### src/rtl/fma_pkg.sv
// Shared types and constants for the FMA_cal arbiter/sequencer.
package fma_pkg;

  localparam int unsigned BW_EXP   = 8;
  localparam int unsigned BW_MAN   = 9;
  localparam int unsigned BW_ALIGN = 9;
  localparam int unsigned BW_TAG   = 4;
  localparam int unsigned BW_MODE  = 5;

  // Encoded operand width: exponent plus mantissa fields.
  function automatic int unsigned op_width(input int unsigned bw_exp, input int unsigned bw_man);
    return bw_exp + bw_man;
  endfunction

  // FMA_cal result width.
  function automatic int unsigned z_width(input int unsigned bw_exp, input int unsigned bw_man);
    return 2 * bw_man + bw_exp + 3;
  endfunction

  localparam int unsigned BW_OP = op_width(BW_EXP, BW_MAN);
  localparam int unsigned BW_Z  = z_width(BW_EXP, BW_MAN);

  localparam logic [BW_MODE-1:0] MODE_SUB = 5'b00001;
  localparam logic [BW_MODE-1:0] MODE_MUL = 5'b00010;
  localparam logic [BW_MODE-1:0] MODE_FMA = 5'b00100;
  localparam logic [BW_MODE-1:0] MODE_ADD = 5'b01000;
  localparam logic [BW_MODE-1:0] MODE_EXP = 5'b10000;

  typedef struct packed {
    logic [BW_Z-1:0]   z;
    logic [BW_EXP-1:0] scale;
    logic [BW_TAG-1:0] tag;
    logic              err;
  } rsp_t;

  typedef enum logic [1:0] {
    ST_RUN   = 2'd0,
    ST_DRAIN = 2'd1,
    ST_DONE  = 2'd2
  } state_t;

  // A mode is legal only when exactly one bit is set.
  function automatic logic mode_legal(input logic [BW_MODE-1:0] mode);
    return $countones(mode) == 1;
  endfunction

endpackage

### src/rtl/fma_rsp_fifo.sv
// Synchronous response FIFO of rsp_t; writer guarantees it is never written when full.
module fma_rsp_fifo
  import fma_pkg::*;
#(
  parameter int unsigned DEPTH = 2
) (
  input  logic                       clk,
  input  logic                       rst,
  input  logic                       i_wr_en,
  input  rsp_t                       i_wr_data,
  input  logic                       i_rd_en,
  output rsp_t                       o_rd_data,
  output logic                       o_empty,
  output logic [$clog2(DEPTH):0]     o_count
);

  localparam int unsigned AW = $clog2(DEPTH);
  localparam int unsigned CW = AW + 1;

  rsp_t            r_mem [DEPTH];
  logic [AW-1:0]   r_wr_ptr;
  logic [AW-1:0]   r_rd_ptr;
  logic [CW-1:0]   r_count;
  logic            w_rd;

  assign w_rd      = i_rd_en & (r_count != '0);
  assign o_empty   = (r_count == '0);
  assign o_count   = r_count;
  assign o_rd_data = r_mem[r_rd_ptr];

  // Storage array, written without reset.
  always_ff @(posedge clk) begin
    if (i_wr_en) r_mem[r_wr_ptr] <= i_wr_data;
  end

  // Pointers wrap naturally since DEPTH is a power of two.
  always_ff @(posedge clk or posedge rst) begin
    if (rst) begin
      r_wr_ptr <= '0;
      r_rd_ptr <= '0;
      r_count  <= '0;
    end else begin
      if (i_wr_en) r_wr_ptr <= r_wr_ptr + AW'(1);
      if (w_rd)    r_rd_ptr <= r_rd_ptr + AW'(1);
      case ({i_wr_en, w_rd})
        2'b10:   r_count <= r_count + CW'(1);
        2'b01:   r_count <= r_count - CW'(1);
        default: r_count <= r_count;
      endcase
    end
  end

endmodule

### src/rtl/fma_arb_seq.sv
// Two-requester round-robin sequencer sharing one FMA_cal datapath with credit-based issue.
// Optional build macro FMA_ARB_PERF_EN adds saturating busy/stall performance counters.
module fma_arb_seq
  import fma_pkg::*;
#(
  parameter int unsigned RSP_DEPTH = 2
) (
  input  logic                  clk,
  input  logic                  rst,
  input  logic                  req0_valid,
  output logic                  req0_ready,
  input  logic [BW_MODE-1:0]    req0_mode,
  input  logic [BW_OP-1:0]      req0_a,
  input  logic [BW_OP-1:0]      req0_b,
  input  logic [BW_OP-1:0]      req0_c,
  input  logic [BW_ALIGN-1:0]   req0_align,
  input  logic [BW_TAG-1:0]     req0_tag,
  input  logic                  req1_valid,
  output logic                  req1_ready,
  input  logic [BW_MODE-1:0]    req1_mode,
  input  logic [BW_OP-1:0]      req1_a,
  input  logic [BW_OP-1:0]      req1_b,
  input  logic [BW_OP-1:0]      req1_c,
  input  logic [BW_ALIGN-1:0]   req1_align,
  input  logic [BW_TAG-1:0]     req1_tag,
  output logic                  rsp0_valid,
  input  logic                  rsp0_ready,
  output logic [BW_Z-1:0]       rsp0_z,
  output logic [BW_EXP-1:0]     rsp0_scale,
  output logic [BW_TAG-1:0]     rsp0_tag,
  output logic                  rsp0_err,
  output logic                  rsp1_valid,
  input  logic                  rsp1_ready,
  output logic [BW_Z-1:0]       rsp1_z,
  output logic [BW_EXP-1:0]     rsp1_scale,
  output logic [BW_TAG-1:0]     rsp1_tag,
  output logic                  rsp1_err,
  output logic [BW_MODE-1:0]    fma_mode,
  output logic [BW_OP-1:0]      fma_a,
  output logic [BW_OP-1:0]      fma_b,
  output logic [BW_OP-1:0]      fma_c,
  output logic [BW_ALIGN-1:0]   fma_align,
  input  logic [BW_EXP-1:0]     fma_scale,
  input  logic [BW_Z-1:0]       fma_z,
  input  logic                  flush,
  output logic                  flush_done
`ifdef FMA_ARB_PERF_EN
  ,
  output logic [31:0]           perf_busy,
  output logic [31:0]           perf_stall0,
  output logic [31:0]           perf_stall1
`endif
);

  localparam int unsigned CW = $clog2(RSP_DEPTH) + 1;

  state_t               r_state;
  state_t               w_state_nxt;
  logic                 r_rr;
  logic                 r_iss_vld;
  logic                 r_iss_id;
  logic                 r_iss_err;
  logic [BW_TAG-1:0]    r_iss_tag;
  logic [BW_EXP-1:0]    r_iss_scale;

  logic [CW-1:0]        w_cnt0, w_cnt1;
  logic                 w_empty0, w_empty1;
  logic                 w_credit0, w_credit1;
  logic                 w_run, w_elig0, w_elig1, w_gnt0, w_gnt1, w_issue, w_legal;
  logic [BW_MODE-1:0]   w_mode;
  logic [BW_OP-1:0]     w_a, w_b, w_c;
  logic [BW_ALIGN-1:0]  w_align;
  logic [BW_TAG-1:0]    w_tag;
  rsp_t                 w_wdata, w_rd0, w_rd1;
  logic                 w_wr0, w_wr1;

  // Credit: a response slot must be free counting both stored and in-flight results.
  assign w_credit0 = (w_cnt0 + CW'(r_iss_vld & ~r_iss_id)) < CW'(RSP_DEPTH);
  assign w_credit1 = (w_cnt1 + CW'(r_iss_vld &  r_iss_id)) < CW'(RSP_DEPTH);

  // Round-robin grant; reset forces no grant so ready and fma_* fall to zero immediately.
  assign w_run   = (r_state == ST_RUN) & ~rst;
  assign w_elig0 = w_run & req0_valid & w_credit0;
  assign w_elig1 = w_run & req1_valid & w_credit1;
  assign w_gnt0  = w_elig0 & (~w_elig1 | ~r_rr);
  assign w_gnt1  = w_elig1 & (~w_elig0 |  r_rr);
  assign w_issue = w_gnt0 | w_gnt1;
  assign req0_ready = w_gnt0;
  assign req1_ready = w_gnt1;

  // Operand mux toward FMA_cal; idle cycles and illegal modes present mode 0.
  always_comb begin
    w_mode    = w_gnt1 ? req1_mode  : req0_mode;
    w_a       = w_gnt1 ? req1_a     : req0_a;
    w_b       = w_gnt1 ? req1_b     : req0_b;
    w_c       = w_gnt1 ? req1_c     : req0_c;
    w_align   = w_gnt1 ? req1_align : req0_align;
    w_tag     = w_gnt1 ? req1_tag   : req0_tag;
    w_legal   = mode_legal(w_mode);
    fma_mode  = '0;
    fma_a     = '0;
    fma_b     = '0;
    fma_c     = '0;
    fma_align = '0;
    if (w_issue) begin
      fma_mode  = w_legal ? w_mode : '0;
      fma_a     = w_a;
      fma_b     = w_b;
      fma_c     = w_c;
      fma_align = w_align;
    end
  end

  // FSM state, rr pointer and one-stage issue pipe carrying id/tag/err/scale.
  always_ff @(posedge clk or posedge rst) begin
    if (rst) begin
      r_state     <= ST_RUN;
      r_rr        <= 1'b0;
      r_iss_vld   <= 1'b0;
      r_iss_id    <= 1'b0;
      r_iss_err   <= 1'b0;
      r_iss_tag   <= '0;
      r_iss_scale <= '0;
    end else begin
      r_state   <= w_state_nxt;
      r_iss_vld <= w_issue;
      if (w_elig0 & w_elig1) r_rr <= ~r_rr;
      if (w_issue) begin
        r_iss_id    <= w_gnt1;
        r_iss_err   <= ~w_legal;
        r_iss_tag   <= w_tag;
        r_iss_scale <= w_legal ? fma_scale : '0;
      end
    end
  end

  // Next state and flush_done decode.
  always_comb begin
    w_state_nxt = r_state;
    flush_done  = 1'b0;
    case (r_state)
      ST_RUN:   if (flush) w_state_nxt = ST_DRAIN;
      ST_DRAIN: if (!r_iss_vld && w_empty0 && w_empty1) w_state_nxt = ST_DONE;
      ST_DONE: begin
        flush_done  = 1'b1;
        w_state_nxt = ST_RUN;
      end
      default:  w_state_nxt = ST_RUN;
    endcase
  end

  // Result write: FMA_cal z arrives one cycle after issue.
  always_comb begin
    w_wdata.z     = r_iss_err ? '0 : fma_z;
    w_wdata.scale = r_iss_scale;
    w_wdata.tag   = r_iss_tag;
    w_wdata.err   = r_iss_err;
    w_wr0         = r_iss_vld & ~r_iss_id;
    w_wr1         = r_iss_vld &  r_iss_id;
  end

  fma_rsp_fifo #(.DEPTH(RSP_DEPTH)) u_fifo0 (
    .clk       (clk),
    .rst       (rst),
    .i_wr_en   (w_wr0),
    .i_wr_data (w_wdata),
    .i_rd_en   (rsp0_ready),
    .o_rd_data (w_rd0),
    .o_empty   (w_empty0),
    .o_count   (w_cnt0)
  );

  fma_rsp_fifo #(.DEPTH(RSP_DEPTH)) u_fifo1 (
    .clk       (clk),
    .rst       (rst),
    .i_wr_en   (w_wr1),
    .i_wr_data (w_wdata),
    .i_rd_en   (rsp1_ready),
    .o_rd_data (w_rd1),
    .o_empty   (w_empty1),
    .o_count   (w_cnt1)
  );

  assign rsp0_valid = ~w_empty0;
  assign rsp0_z     = w_rd0.z;
  assign rsp0_scale = w_rd0.scale;
  assign rsp0_tag   = w_rd0.tag;
  assign rsp0_err   = w_rd0.err;
  assign rsp1_valid = ~w_empty1;
  assign rsp1_z     = w_rd1.z;
  assign rsp1_scale = w_rd1.scale;
  assign rsp1_tag   = w_rd1.tag;
  assign rsp1_err   = w_rd1.err;

`ifdef FMA_ARB_PERF_EN
  // Saturating performance counters, cleared on reset and on flush completion.
  always_ff @(posedge clk or posedge rst) begin
    if (rst) begin
      perf_busy   <= '0;
      perf_stall0 <= '0;
      perf_stall1 <= '0;
    end else if (flush_done) begin
      perf_busy   <= '0;
      perf_stall0 <= '0;
      perf_stall1 <= '0;
    end else begin
      if (w_issue && (perf_busy != '1))                     perf_busy   <= perf_busy + 32'd1;
      if (req0_valid && !req0_ready && (perf_stall0 != '1)) perf_stall0 <= perf_stall0 + 32'd1;
      if (req1_valid && !req1_ready && (perf_stall1 != '1)) perf_stall1 <= perf_stall1 + 32'd1;
    end
  end
`endif

endmodule

### config.mk
export PLATFORM = sky130hd
export DESIGN_NAME = fma_arb_seq
export DESIGN_NICKNAME = d
export VERILOG_FILES = /design/src/rtl/fma_pkg.sv /design/src/rtl/fma_rsp_fifo.sv /design/src/rtl/fma_arb_seq.sv
export SDC_FILE = /design/constraint.sdc
export NUM_CORES = 1
export LEC_CHECK = 0
export ABC_AREA = 1
export CAP_MARGIN = 5
export CORE_AREA = 2 2 151 153
export CTS_BUF_LIST = sky130_fd_sc_hd__clkbuf_2
export DETAILED_ROUTE_END_ITERATION = 16
export DIE_AREA = 0 0 153 155
export GPL_TIMING_DRIVEN = 1
export PLACE_DENSITY = 0.82
export SETUP_SLACK_MARGIN = 0.4
export SLEW_MARGIN = 0
export SYNTH_ARGS = -nofsm -noshare
export SYNTH_HDL_FRONTEND = slang
export SYNTH_SLANG_ARGS = --single-unit
### constraint.sdc
create_clock -name clk -period 5.6 [get_ports clk]
set_input_delay 1.12 -clock clk [delete_from_list [all_inputs] [get_ports clk]]
set_output_delay 1.12 -clock clk [all_outputs]
set_load 0.05 [all_outputs]
==> summary.txt, run 1 <==
Floorplan
  – Die Footprint: 23700 µm²
  – Initial core utilization: 0.401
  – I/O pin count: 336
  – Core region area: 22200 µm²
  – Die Span X: 153 µm
  – Die Ht: 155 µm
  – Floorplan row count: 55

GRT
  – Vias in the first global route: 7369
  – First-pass GRT wire length: 40.9 mm
  – Maximum number of pins on one net before global-route repair: 46
  – Overall global routing resource usage: 0.225
  – Overflow left after global routing: 0
  – Initial antenna violation count: 3

Setup path
  – Worst R2R Start: r_state[0]
  – Crit. path cell count: 20
  – Dominant delay contributor by cell family on the critical path: adder cells
  – Worst path max stage delay: 550 ps
  – Critical Path RT: 4480 ps
  – Critical path fanouts, max: 5
  – Number of buffers and inverters on the critical path: 10
  – Capturing point of the worst reg2reg path: r_iss_scale[5]
  – Launching element type of the critical path: primary input
  – Setup Crit Path Kind: in2out
  – Kind of capture point of the worst setup path: output port
  – Worst EP arrival: 4050 ps
  – Critical-path top delay cell: sky130_fd_sc_hd__fa_1
  – Cells along the critical path: clkdlybuf4s15_2, clkinvlp_4, nand3_4, inv_4, nand4_1, nand3_1, nand2_2, inv_2, fa_1, inv_2, fa_2, inv_2, ha_4, nor3_4, inv_2, nor2_4, clkinvlp_4, buf_12, nor2_4, buf_12
  – Setup slack, reg-to-reg: 2490 ps
  – CP Launch Point: rst
  – Length in cells of the worst reg-to-reg path: 19
  – Dominant cell type by count on the critical path: sky130_fd_sc_hd__inv_2

Logic synthesis
  – Mean cell area of the mapped netlist: 10.1 µm²
  – Synthesized area: 8900 µm²
  – Unique cell type count in the Yosys netlist: 31
  – Most used flip-flop cell after synthesis: sky130_fd_sc_hd__edfxtp_1
  – Seq/Total Area, Yosys: 0.640
  – Most numerous cell in the Yosys netlist: sky130_fd_sc_hd__nand2_1
  – Number of enable flip-flop cells after synthesis: 168
  – Number of register bits inferred by synthesis: 194
  – Most area-hungry cell type in the Yosys netlist: sky130_fd_sc_hd__edfxtp_1
  – Syn_nets: 1069
  – Yosys Warn Count: 0
  – Main area contributors after synthesis: sky130_fd_sc_hd__edfxtp_1 (57%), sky130_fd_sc_hd__nand2_1 (17%), sky130_fd_sc_hd__dfrtp_1 (7.3%)
  – Area share of the largest cell type after synthesis: 0.567
  – Share of async-settable or async-resettable flops after synthesis: 0.134
  – Most common library cells after synthesis: sky130_fd_sc_hd__nand2_1 (396), sky130_fd_sc_hd__edfxtp_1 (168), sky130_fd_sc_hd__inv_1 (60)
  – Cells after synthesis: 882

Timing
  – Upper clock frequency limit: 193 MHz
  – Setup repair after global routing missed its margin: yes
  – Hold slack final: 564 ps
  – Hold violation total from the final report: 0
  – Tcrit/Tclk final: 0.924
  – Final setup violation count: 0
  – Minimum clock period: 5170 ps
  – Clock Skew: 64.2 ps
  – Slew @ Worst Pin: 678 ps
  – Worst slew margin relative to its limit: 0.545
  – Number of pins exceeding their max-slew limit in the final report: 0

Pwr
  – Net switching component of the power: 2940 µW
  – Share of total power in combinational logic: 0.569
  – Cell leakage power: 0.00557 µW
  – Switching share of power: 0.478
  – Post-layout total power: 6160 µW
  – Worst IR drop on VDD: 0.199 mV
  – Clock Power Share: 0.112
  – Internal Dissipation: 3210 µW
  – Proportion of power drawn by flip-flops and latches: 0.319
  – Total power density per cell area: 446 nW/µm²

Detailed routing
  – Average via count per standard cell: 4.77
  – Number of DRC violations after detailed-routing iteration 0: 368
  – Total length of routed wires: 27.0 mm
  – DR vias: 7324
  – Number of nets still failing antenna checks after routing: 0
  – Router iterations before antenna repair: 5
  – Avg WL per Cell: 17.5 µm
  – DR DRC count: 0

Outcome
  – Outcome: complete, no violations

Cells and area
  – Synthesis-to-layout area growth: 54.9%
  – Post-route standard cell area excluding fillers: 13800 µm²
  – Proportion of layout cells with a drive suffix above 1: 0.202
  – # fillers: 1745
  – Register cell area after layout: 5700 µm²
  – Layout Utilization: 0.621
  – Multi-input combinational cell area: 2880 µm²
  – Net total in the final layout: 1423

Placement
  – Post-DP HPWL: 19.7 mm
  – Port-buffer cells: 335
  – Final estimated routing congestion in global placement: 0.803
  – Placement-stage cell area: 13300 µm²

Job
  – Count of max-cap constraint violations: 0

Min path
  – Hold Path Class: in2async

Clock network
  – Clk_lat worst skew: 750 ps
  – Number of buffers created by CTS: 17
  – Clk root buf: sky130_fd_sc_hd__clkbuf_2
  – CTS tree: yes
  – Deepest level of the CTS H-tree: 4
  – Clock-pin slew on the worst setup and hold paths: 320 ps
  – CTS sink cnt: 194
  – Buffer levels on the longest clock path: 2
==> layout by cell type, fill, tap and decap left out, types with 2 or more instances in the layout <==
master                              n
sky130_fd_sc_hd__nand2_1          390
sky130_fd_sc_hd__clkdlybuf4s50_1  266
sky130_fd_sc_hd__edfxtp_1         168
sky130_fd_sc_hd__buf_12            68
sky130_fd_sc_hd__inv_1             51
sky130_fd_sc_hd__buf_4             39
sky130_fd_sc_hd__nor2_1            37
sky130_fd_sc_hd__o21ai_2           34
sky130_fd_sc_hd__nand2_2           32
sky130_fd_sc_hd__dfrtp_1           23
sky130_fd_sc_hd__o21ai_1           18
sky130_fd_sc_hd__clkbuf_2          17
sky130_fd_sc_hd__nor2_4            13
sky130_fd_sc_hd__nand3_1           13
sky130_fd_sc_hd__o21ai_0           10
sky130_fd_sc_hd__nand3_2            8
sky130_fd_sc_hd__xor2_1             7
sky130_fd_sc_hd__inv_2              6
sky130_fd_sc_hd__inv_6              5
sky130_fd_sc_hd__clkinvlp_4         4
sky130_fd_sc_hd__diode_2            3
sky130_fd_sc_hd__nand3_4            3
sky130_fd_sc_hd__nand4_1            3
sky130_fd_sc_hd__a21oi_1            3
sky130_fd_sc_hd__inv_8              3
sky130_fd_sc_hd__dfrtp_2            3
sky130_fd_sc_hd__nand2_4            2
sky130_fd_sc_hd__xnor2_1            2
sky130_fd_sc_hd__ha_1               2
sky130_fd_sc_hd__clkinv_2           2
sky130_fd_sc_hd__clkinv_8           2
sky130_fd_sc_hd__dlygate4sd2_1      2
==> power groups by stage <==
| stage | registers [µW] | clock network [µW] | logic, µW |
|---|---|---|---|
| after global placement | 1980 | 0 | 3400 |
| after CTS | 1960 | 709 | 3500 |
| after detailed placement | 2000 | 0 | 3430 |
| after floorplan | 1950 | 0 | 2130 |
| final | 1960 | 688 | 3510 |
| after global routing | 1990 | 762 | 3710 |
==> metal layers <==
layer  up-vias  GRT usage  wire, µm
met5         -          0         0
li1       3552          -         -
met2       322      0.413     14600
met3        34     0.0652      2280
met1      3416      0.253      9530
met4         0     0.0710       523
==> cell families (layout without fill, tap and decap cells) <==
kind of cell	Yosys count	in the layout	synth area share
other	0	3	0
xor gates and xnor gates	9	9	0.00885
AOI/OAI and AO/OA	65	65	0.0509
DFF	194	194	0.640
buffers and inverters	104	471	0.0561
and+or+nand+nor	505	505	0.236
adders and majority gates	5	5	0.00871
==> per-stage QoR <==
step / cells / setup TNS (ps) / worst slack (ps)
6_report: 1537 / 0 / 428
2_1_floorplan: 882 / 0 / 142
3_5_place_dp: 1483 / -341 / -74.2
4_1_cts: 1531 / 0 / 401
5_1_grt: 1537 / 0 / 236
3_3_place_gp: 1483 / 0 / 79.6
==> worst min-delay path, stage by stage <==
cell	delay [ps]
sky130_fd_sc_hd__clkdlybuf4s15_2	200
sky130_fd_sc_hd__clkinvlp_4	120
sky130_fd_sc_hd__buf_4	350
==> layout make-up <==
class / instances / share of cell area
well taps: 285 / 0.0259
multi-input cells: 584 / 0.209
inverters: 62 / 0.0179
diodes: 3 / 0.000544
repair buffers: 377 / 0.316
flip-flops and latches: 194 / 0.413
clock inverters: 15 / 0.0121
clock buffers: 17 / 0.00617
==> state kept, by name, indices dropped and copies added, names as in the netlist <==
name,flops
r_rr,1
r_state,2
u_fifo1.r_rd_ptr,1
u_fifo0.r_mem,84
u_fifo1.r_wr_ptr,1
r_iss_scale,8
r_iss_id,1
u_fifo1.o_count,2
r_iss_vld,1
u_fifo1.r_mem,84
r_iss_err,1
u_fifo0.o_count,2
r_iss_tag,4
u_fifo0.r_wr_ptr,1
u_fifo0.r_rd_ptr,1
==> timing repair <==
item | 4_1_cts | 5_1_grt
pin swaps | 12 | 7
buffers inserted | 16 | 3
setup endpoints to repair | 5 | 25
hold buffers | 0 | 0
resized for setup | 16 | 7
==> worst max-delay path by stage <==
stage,slack [ps],endpoint
floorplan,140,fma_mode[0]
global placement,80,fma_mode[1]
detailed placement,-70,fma_mode[0]
CTS,400,fma_mode[1]
global route,240,fma_mode[4]
finish,430,fma_mode[0]
No activity file was read; power rests on OpenSTA's default activity.
==> run 2, diff against run 1 <==
--- a/config.mk
+++ b/config.mk
@@ -9,6 +9,7 @@
 export CAP_MARGIN = 5
 export CORE_AREA = 2 2 151 153
 export CTS_BUF_LIST = sky130_fd_sc_hd__clkbuf_2
+export CTS_CLUSTER_SIZE = 30
 export DETAILED_ROUTE_END_ITERATION = 16
 export DIE_AREA = 0 0 153 155
 export GPL_TIMING_DRIVEN = 1
==> results of run 2 <==
The final DEF is identical to that of run 1; final timing and power are the same.
